## src/rtl/sram_bist_ctrl.sv

```systemverilog
// sram_bist_ctrl
//   Parametrised SRAM burst controller. Runs strided write and read-compare
//   passes against a synchronous SRAM and reports the mismatch count together
//   with the address and data of the first failing read.
//
// Ports
//   clk, reset_n          system clock, synchronous active-low reset
//   start, mode           launch pulse and operation select
//                         (00 write, 01 compare, 10 write+compare, 11 no-op)
//   sta_addr, length      first address, accesses per pass minus one
//   stride, dir, wrap     step minus one, 0 up / 1 down, modulo addressing
//   pat_inc, pattern      data seed and per-access increment enable
//   busy, done, trunc     status: in progress, completion pulse, pass cut short
//   err_cnt               saturating mismatch count
//   fail_addr, fail_data  first mismatch address and read data
//   s_*                   SRAM pins (strobe polarity set by ACT_LOW)
//   led_hb                heartbeat, toggles every LED_DIV+1 cycles
module sram_bist_ctrl #(
    parameter int unsigned DATA_W  = 8,
    parameter int unsigned ADDR_W  = 10,
    parameter int unsigned RD_LAT  = 1,
    parameter bit          ACT_LOW = 1'b1,
    parameter logic [31:0] LED_DIV = 32'h0010_0000
) (
    input  logic              clk,
    input  logic              reset_n,
    input  logic              start,
    input  logic [1:0]        mode,
    input  logic [ADDR_W-1:0] sta_addr,
    input  logic [ADDR_W-1:0] length,
    input  logic [ADDR_W-1:0] stride,
    input  logic              dir,
    input  logic              wrap,
    input  logic              pat_inc,
    input  logic [DATA_W-1:0] pattern,
    output logic              busy,
    output logic              done,
    output logic              trunc,
    output logic [15:0]       err_cnt,
    output logic [ADDR_W-1:0] fail_addr,
    output logic [DATA_W-1:0] fail_data,
    input  logic [DATA_W-1:0] s_qdata,
    output logic [DATA_W-1:0] s_ddata,
    output logic [ADDR_W-1:0] s_addr,
    output logic              s_cen,
    output logic              s_wen,
    output logic              s_oen,
    output logic              s_clk,
    output logic              led_hb
);

    localparam logic [2:0] ST_IDLE  = 3'd0;
    localparam logic [2:0] ST_WRITE = 3'd1;
    localparam logic [2:0] ST_READ  = 3'd2;
    localparam logic [2:0] ST_DRAIN = 3'd3;
    localparam logic [2:0] ST_DONE  = 3'd4;

    localparam logic       STB_ON     = ACT_LOW ? 1'b0 : 1'b1;
    localparam logic       STB_OFF    = ~STB_ON;
    localparam logic [2:0] DRAIN_INIT = 3'(RD_LAT - 1);

    logic [2:0]        state_q, state_d;
    logic [1:0]        mode_q, mode_d;
    logic [ADDR_W-1:0] sta_q, sta_d;
    logic [ADDR_W-1:0] len_q, len_d;
    logic [ADDR_W-1:0] stride_q, stride_d;
    logic              dir_q, dir_d;
    logic              wrap_q, wrap_d;
    logic              pinc_q, pinc_d;
    logic [DATA_W-1:0] pat_q, pat_d;
    logic [ADDR_W-1:0] addr_q, addr_d;
    logic [DATA_W-1:0] data_q, data_d;
    logic [ADDR_W-1:0] k_q, k_d;
    logic [2:0]        drain_q, drain_d;
    logic              trunc_q, trunc_d;
    logic [15:0]       err_q, err_d;
    logic [ADDR_W-1:0] fail_addr_q, fail_addr_d;
    logic [DATA_W-1:0] fail_data_q, fail_data_d;
    logic [31:0]       div_q, div_d;
    logic              led_q, led_d;

    logic              start_acc;
    logic [ADDR_W:0]   step_w;
    logic [ADDR_W:0]   nxt_w;
    logic              last_acc;
    logic              out_rng;
    logic              issue_rd;

    // Expected read data/address travel beside the SRAM read latency.
    logic [DATA_W-1:0] exp_data_p [RD_LAT];
    logic [ADDR_W-1:0] exp_addr_p [RD_LAT];
    logic [RD_LAT-1:0] vld_p;
    logic              mism;

    assign start_acc = (state_q == ST_IDLE) && start;
    assign issue_rd  = (state_q == ST_READ);

    // One extra bit exposes leaving the address space in either direction:
    // carry on increment, borrow (sign) on decrement.
    assign step_w   = {1'b0, stride_q} + {{ADDR_W{1'b0}}, 1'b1};
    assign nxt_w    = dir_q ? ({1'b0, addr_q} - step_w) : ({1'b0, addr_q} + step_w);
    assign last_acc = (k_q == len_q);
    assign out_rng  = !wrap_q && nxt_w[ADDR_W];

    always_comb begin
        state_d  = state_q;
        mode_d   = mode_q;
        sta_d    = sta_q;
        len_d    = len_q;
        stride_d = stride_q;
        dir_d    = dir_q;
        wrap_d   = wrap_q;
        pinc_d   = pinc_q;
        pat_d    = pat_q;
        addr_d   = addr_q;
        data_d   = data_q;
        k_d      = k_q;
        drain_d  = drain_q;
        trunc_d  = trunc_q;
        case (state_q)
            ST_IDLE: begin
                if (start) begin
                    mode_d   = mode;
                    sta_d    = sta_addr;
                    len_d    = length;
                    stride_d = stride;
                    dir_d    = dir;
                    wrap_d   = wrap;
                    pinc_d   = pat_inc;
                    pat_d    = pattern;
                    addr_d   = sta_addr;
                    data_d   = pattern;
                    k_d      = '0;
                    trunc_d  = 1'b0;
                    case (mode)
                        2'b00, 2'b10: state_d = ST_WRITE;
                        2'b01:        state_d = ST_READ;
                        default:      state_d = ST_DONE;
                    endcase
                end
            end
            ST_WRITE, ST_READ: begin
                if (last_acc || out_rng) begin
                    if (!last_acc) begin
                        trunc_d = 1'b1;
                    end
                    if (state_q == ST_READ) begin
                        state_d = ST_DRAIN;
                        drain_d = DRAIN_INIT;
                    end else if (mode_q == 2'b10) begin
                        // Compare pass replays the same address/data sequence.
                        state_d = ST_READ;
                        addr_d  = sta_q;
                        data_d  = pat_q;
                        k_d     = '0;
                    end else begin
                        state_d = ST_DONE;
                    end
                end else begin
                    addr_d = nxt_w[ADDR_W-1:0];
                    data_d = pinc_q ? data_q + 1'b1 : data_q;
                    k_d    = k_q + 1'b1;
                end
            end
            ST_DRAIN: begin
                if (drain_q == 3'd0) begin
                    state_d = ST_DONE;
                end else begin
                    drain_d = drain_q - 3'd1;
                end
            end
            ST_DONE: state_d = ST_IDLE;
            default: state_d = ST_IDLE;
        endcase
    end

    assign mism = vld_p[RD_LAT-1] && (s_qdata != exp_data_p[RD_LAT-1]);

    always_comb begin
        err_d       = err_q;
        fail_addr_d = fail_addr_q;
        fail_data_d = fail_data_q;
        if (start_acc) begin
            err_d       = '0;
            fail_addr_d = '0;
            fail_data_d = '0;
        end else if (mism) begin
            // A zero count means no earlier mismatch in this operation.
            if (err_q == 16'd0) begin
                fail_addr_d = exp_addr_p[RD_LAT-1];
                fail_data_d = s_qdata;
            end
            if (err_q != 16'hFFFF) begin
                err_d = err_q + 16'd1;
            end
        end
    end

    always_comb begin
        div_d = div_q + 32'd1;
        led_d = led_q;
        if (div_q == LED_DIV) begin
            div_d = '0;
            led_d = ~led_q;
        end
    end

    always_ff @(posedge clk) begin
        if (!reset_n) begin
            state_q     <= ST_IDLE;
            mode_q      <= '0;
            sta_q       <= '0;
            len_q       <= '0;
            stride_q    <= '0;
            dir_q       <= 1'b0;
            wrap_q      <= 1'b0;
            pinc_q      <= 1'b0;
            pat_q       <= '0;
            addr_q      <= '0;
            data_q      <= '0;
            k_q         <= '0;
            drain_q     <= '0;
            trunc_q     <= 1'b0;
            err_q       <= '0;
            fail_addr_q <= '0;
            fail_data_q <= '0;
            div_q       <= '0;
            led_q       <= 1'b0;
            vld_p       <= '0;
        end else begin
            state_q     <= state_d;
            mode_q      <= mode_d;
            sta_q       <= sta_d;
            len_q       <= len_d;
            stride_q    <= stride_d;
            dir_q       <= dir_d;
            wrap_q      <= wrap_d;
            pinc_q      <= pinc_d;
            pat_q       <= pat_d;
            addr_q      <= addr_d;
            data_q      <= data_d;
            k_q         <= k_d;
            drain_q     <= drain_d;
            trunc_q     <= trunc_d;
            err_q       <= err_d;
            fail_addr_q <= fail_addr_d;
            fail_data_q <= fail_data_d;
            div_q       <= div_d;
            led_q       <= led_d;
            vld_p[0]    <= issue_rd;
            for (int i = 1; i < int'(RD_LAT); i++) begin
                vld_p[i] <= vld_p[i-1];
            end
        end
    end

    // Pipeline payload carries no reset; only vld_p qualifies it.
    always_ff @(posedge clk) begin
        exp_data_p[0] <= data_q;
        exp_addr_p[0] <= addr_q;
        for (int i = 1; i < int'(RD_LAT); i++) begin
            exp_data_p[i] <= exp_data_p[i-1];
            exp_addr_p[i] <= exp_addr_p[i-1];
        end
    end

    assign busy      = (state_q != ST_IDLE);
    assign done      = (state_q == ST_DONE);
    assign trunc     = trunc_q;
    assign err_cnt   = err_q;
    assign fail_addr = fail_addr_q;
    assign fail_data = fail_data_q;
    assign s_addr    = addr_q;
    assign s_ddata   = data_q;
    assign s_cen     = (state_q == ST_WRITE || state_q == ST_READ) ? STB_ON : STB_OFF;
    assign s_wen     = (state_q == ST_WRITE) ? STB_ON : STB_OFF;
    assign s_oen     = (state_q == ST_READ) ? STB_ON : STB_OFF;
    assign s_clk     = clk;
    assign led_hb    = led_q;

endmodule
```

## config.mk

```make
export PLATFORM = sky130hd
export DESIGN_NAME = sram_bist_ctrl
export DESIGN_NICKNAME = d
export VERILOG_FILES = /design/src/rtl/sram_bist_ctrl.sv
export SDC_FILE = /design/constraint.sdc
export NUM_CORES = 1
export LEC_CHECK = 0
export CAP_MARGIN = 20
export CELL_PAD_IN_SITES_DETAIL_PLACEMENT = 0
export CELL_PAD_IN_SITES_GLOBAL_PLACEMENT = 1
export CORE_MARGIN = 2
export CORE_UTILIZATION = 41
export CTS_CLUSTER_DIAMETER = 60
export CTS_CLUSTER_SIZE = 25
export DETAILED_ROUTE_END_ITERATION = 10
export GPL_TIMING_DRIVEN = 0
export PLACE_DENSITY = 0.84
export SYNTH_ARGS = -nofsm -noshare
export SYNTH_HDL_FRONTEND = slang
export SYNTH_SLANG_ARGS = --single-unit
```

## constraint.sdc

```tcl
create_clock -name clk -period 5.3 [get_ports clk]
set_clock_uncertainty 0.2 [all_clocks]
set_input_delay 0.795 -clock clk [delete_from_list [all_inputs] [get_ports clk]]
set_output_delay 0.795 -clock clk [all_outputs]
set_load 0.005 [all_outputs]
```

==> impl_results.md <==
- GRT Total Usage: 21.61%
- Dominant cell type by area after synthesis: dfxtp_1
- Min-delay worst type: reg2reg
- Largest Register: div_q
- Largest net degree at the start of global routing: 17
- Layout cells sized above 1: 5.401%
- Antenna violations before repair: 0
- DRC Markers: 0
- Clock transition at path regs: 70 ps
- Mean Syn Cell Area: 8.425 um2
- Die area: 20950 um2
- Total Power: 0.004977 W
- Ranking of synthesized cells by area: dfxtp_1 (40%), nand2_1 (6.3%), xor2_1 (4.5%), a21oi_1 (4.3%), xnor2_1 (4.1%)
- Sequential share of the synthesized area: 40.43%
- Run status: finished clean
- Final setup violating endpoints: 0
- Synth Instances: 964
- Crit-path cells: ha_1 > clkbuf_2 > o211a_1 > nor2_1 > nor3_1 > a21oi_1 > xor2_1 > ha_1 > nand2_1 > o31ai_2 > a31oi_2 > and3b_1 > buf_2 > o41ai_4 > nand2_1 > buf_2 > o221a_1
- Horiz. Die Dim: 144.7 um
- Ant. Diodes: 0
- Crit path max-delay family: compound AO/OA/AOI/OAI gates
- Routed wire per std cell: 16.20 um
- Crit-path max FO: 10
- Number of global-route vias before repair: 6702
- WS Path Type: reg2reg
- IO Pins: 114
- Pre-CTS setup slack: -51.50 ps
- Ys flop type: dfxtp_1
- First-pass GRT wire length: 34960 um
- Final Cycle Share: 93.28%
- Asr flop ratio synth: 0%
- Synth Area in Compound Gates: 17.99%
- Synth cell types: 66
- Port Buffers: 112
- Hold WS: 197.4 ps
- Vias: 7397
- Fin crit period: 4944 ps
- Critical Path End Type: flop
- Inst Count DP: 1341
- RePlAce Congestion: 0.8387
- WP data arrival: 5180 ps
- Lkg Pwr: 3.752 nW
- DRT Pass-1 Iters: 5
- Largest family of logic cells by synthesized area: simple AND/OR/NAND/NOR gates
- Slew margin rel.: 42.99%
- Die Ht: 144.7 um
- Pwr dens: 482.3 nW/um2
- Worst IR Drop VDD: 0.2858 mV
- NumNets Final: 1172
- CTS tree: yes
- Max Slew Vio Count: 0
- Post-synthesis cell area: 8122 um2
- Number of synthesized register bits: 164
- Synth top area share: 40.43%
- Dpl hpwl: 16300 um
- Number of flip-flops in the largest register: 32
- Maximum clock rate: 0.2023 GHz
- Syn_nets: 1038
- Post-Synth Simple-Gate Area: 22.62%
- Total routed wirelength: 22290 um
- Core Region: 19460 um2
- Latest clock arrival within the worst-skew pair: 550 ps
- Fin cells: 1376
- Max-cap violations: 0
- Footprint of the multi-input gates: 4522 um2
- Iteration-0 DRC Markers: 443
- Slowest-stage cell, CP: dfxtp_1
- Vias per cell: 5.376
- Mux cell area share after synthesis: 2.835%
- Critical Path Source Type: flop
- Post-synthesis adder-cell area fraction: 3.174%
- Synth Area in XOR/XNOR: 8.627%
- Worst Tran Pin Value: 831.4 ps
- Initial Util: 41.73%
- ANT nets after route: 0
- Final Util: 53.02%
- Congestion Overflow GR: 0
- Fillers: 1861
- CP required: 5540 ps
- Ys Warns: 0
- Bufs and invs on worst path: 3
- Hold Violations, Final: 0
- Synthesis-to-layout area growth: 27.05%
- Slowest stage delay, CP: 510 ps
- Row cnt: 51
- EDFF count, synth: 0
- Register area: 3283 um2
- Worst setup margin: 355.9 ps
-- synthesized netlist by cell type (3+ instances only) --
library cell and number:
nor4_1 14, o21a_1 4, a311oi_1 4, xor2_1 42, and4_1 13, inv_1 30
or3_1 14, o211a_1 3, nor2b_1 11, a211oi_1 7, a21oi_1 69, nand2b_1 7
a31oi_1 14, nand3_1 24, nor2_1 81, and2_1 6, a32o_1 5, ha_1 19
and3_1 17, o2111ai_1 6, nor3_1 22, o31ai_1 9, buf_1 3, o21ai_1 11
a41oi_1 3, o211ai_1 9, mux2i_1 23, nand2_1 137, o21ai_0 22, o22ai_1 4
xnor2_1 38, dfxtp_1 164, clkbuf_1 45, nand4_1 21, buf_2 5, a311oi_2 3
o221a_1 12, a21o_1 5
-- stage by stage --
stage | area, um2 | setup TNS, ps
after floorplan | 8122 | 0
after global placement | 9574 | -8.352
after detailed placement | 9574 | -465.2
after CTS | 10290 | 0
after global routing | 10320 | -25.29
final | 10320 | 0
-- worst paths after layout --
kind | from | end | slack (ps) | cells past startpoint
worst max-delay path | stride_q[0] | k_q[7] | 360 | 17
worst min-delay path | s_addr[8] | exp_addr_p[0][8] | 200 | 0
worst max register to register | stride_q[0] | k_q[7] | 360 | 17
worst min register to register | s_addr[8] | exp_addr_p[0][8] | 200 | 0
-- logic make-up (layout without fill, tap and decap cells) --
family | Yosys count | in the layout
simple gates | 380 | 380
compound gates | 210 | 210
flops | 164 | 164
buf+inv | 87 | 234
xor+xnor | 80 | 80
mux | 23 | 23
fa+ha+maj | 20 | 20
-- power breakdown --
part	leakage [nW]	internal, W	switching [W]
clock	0.354	0.000889	0.000569
sequential	1.34	0.00142	0.000180
combinational	2.06	0.000772	0.00114
-- layer usage --
| layer | vias up | GRT usage (%) | part of all wire [%] |
|---|---|---|---|
| met5 | - | 0 | 0 |
| met4 | 0 | 7.971 | 2.0 |
| met3 | 36 | 5.528 | 7.2 |
| met2 | 233 | 33.94 | 45 |
| met1 | 3421 | 28.66 | 46 |
| li1 | 3707 | - | - |
-- cell usage in the layout (no fill, tap or decap), types with 7 or more instances in the layout --
master,Yosys,layout
and4_1,13,13
o221a_1,12,12
nor2_1,81,81
clkbuf_16,0,20
xnor2_1,38,38
and3_1,17,17
dfxtp_1,164,164
nand2b_1,7,7
nand2_1,137,137
a211oi_1,7,7
nor3_1,22,22
xor2_1,42,42
mux2i_1,23,23
nor4_1,14,14
ha_1,19,19
nand3_1,24,24
clkbuf_1,45,43
a21oi_1,69,69
nand4_1,21,21
inv_1,30,30
nor2b_1,11,11
or3_1,14,14
o21ai_0,22,22
a31oi_1,14,13
o31ai_1,9,8
o21ai_1,11,11
o211ai_1,9,9
clkdlybuf4s50_1,0,112
-- cell type report --
type	instances	area share (%)
timing repair buffer	111	10.77
buffer	56	2.316
sequential	164	31.82
inverter	31	1.128
clock buffer	22	5.081
tap	265	3.213
multi-input combinational	713	43.82
clock inverter	14	1.855
-- timing repair --
| item | CTS | global route |
|---|---|---|
| hold buffers | 0 | 0 |
| resized for setup | 1 | 9 |
| endpoints found under the setup margin | 10 | 34 |
| setup buffers | 0 | 0 |
Power figures use the tool's default switching activity.
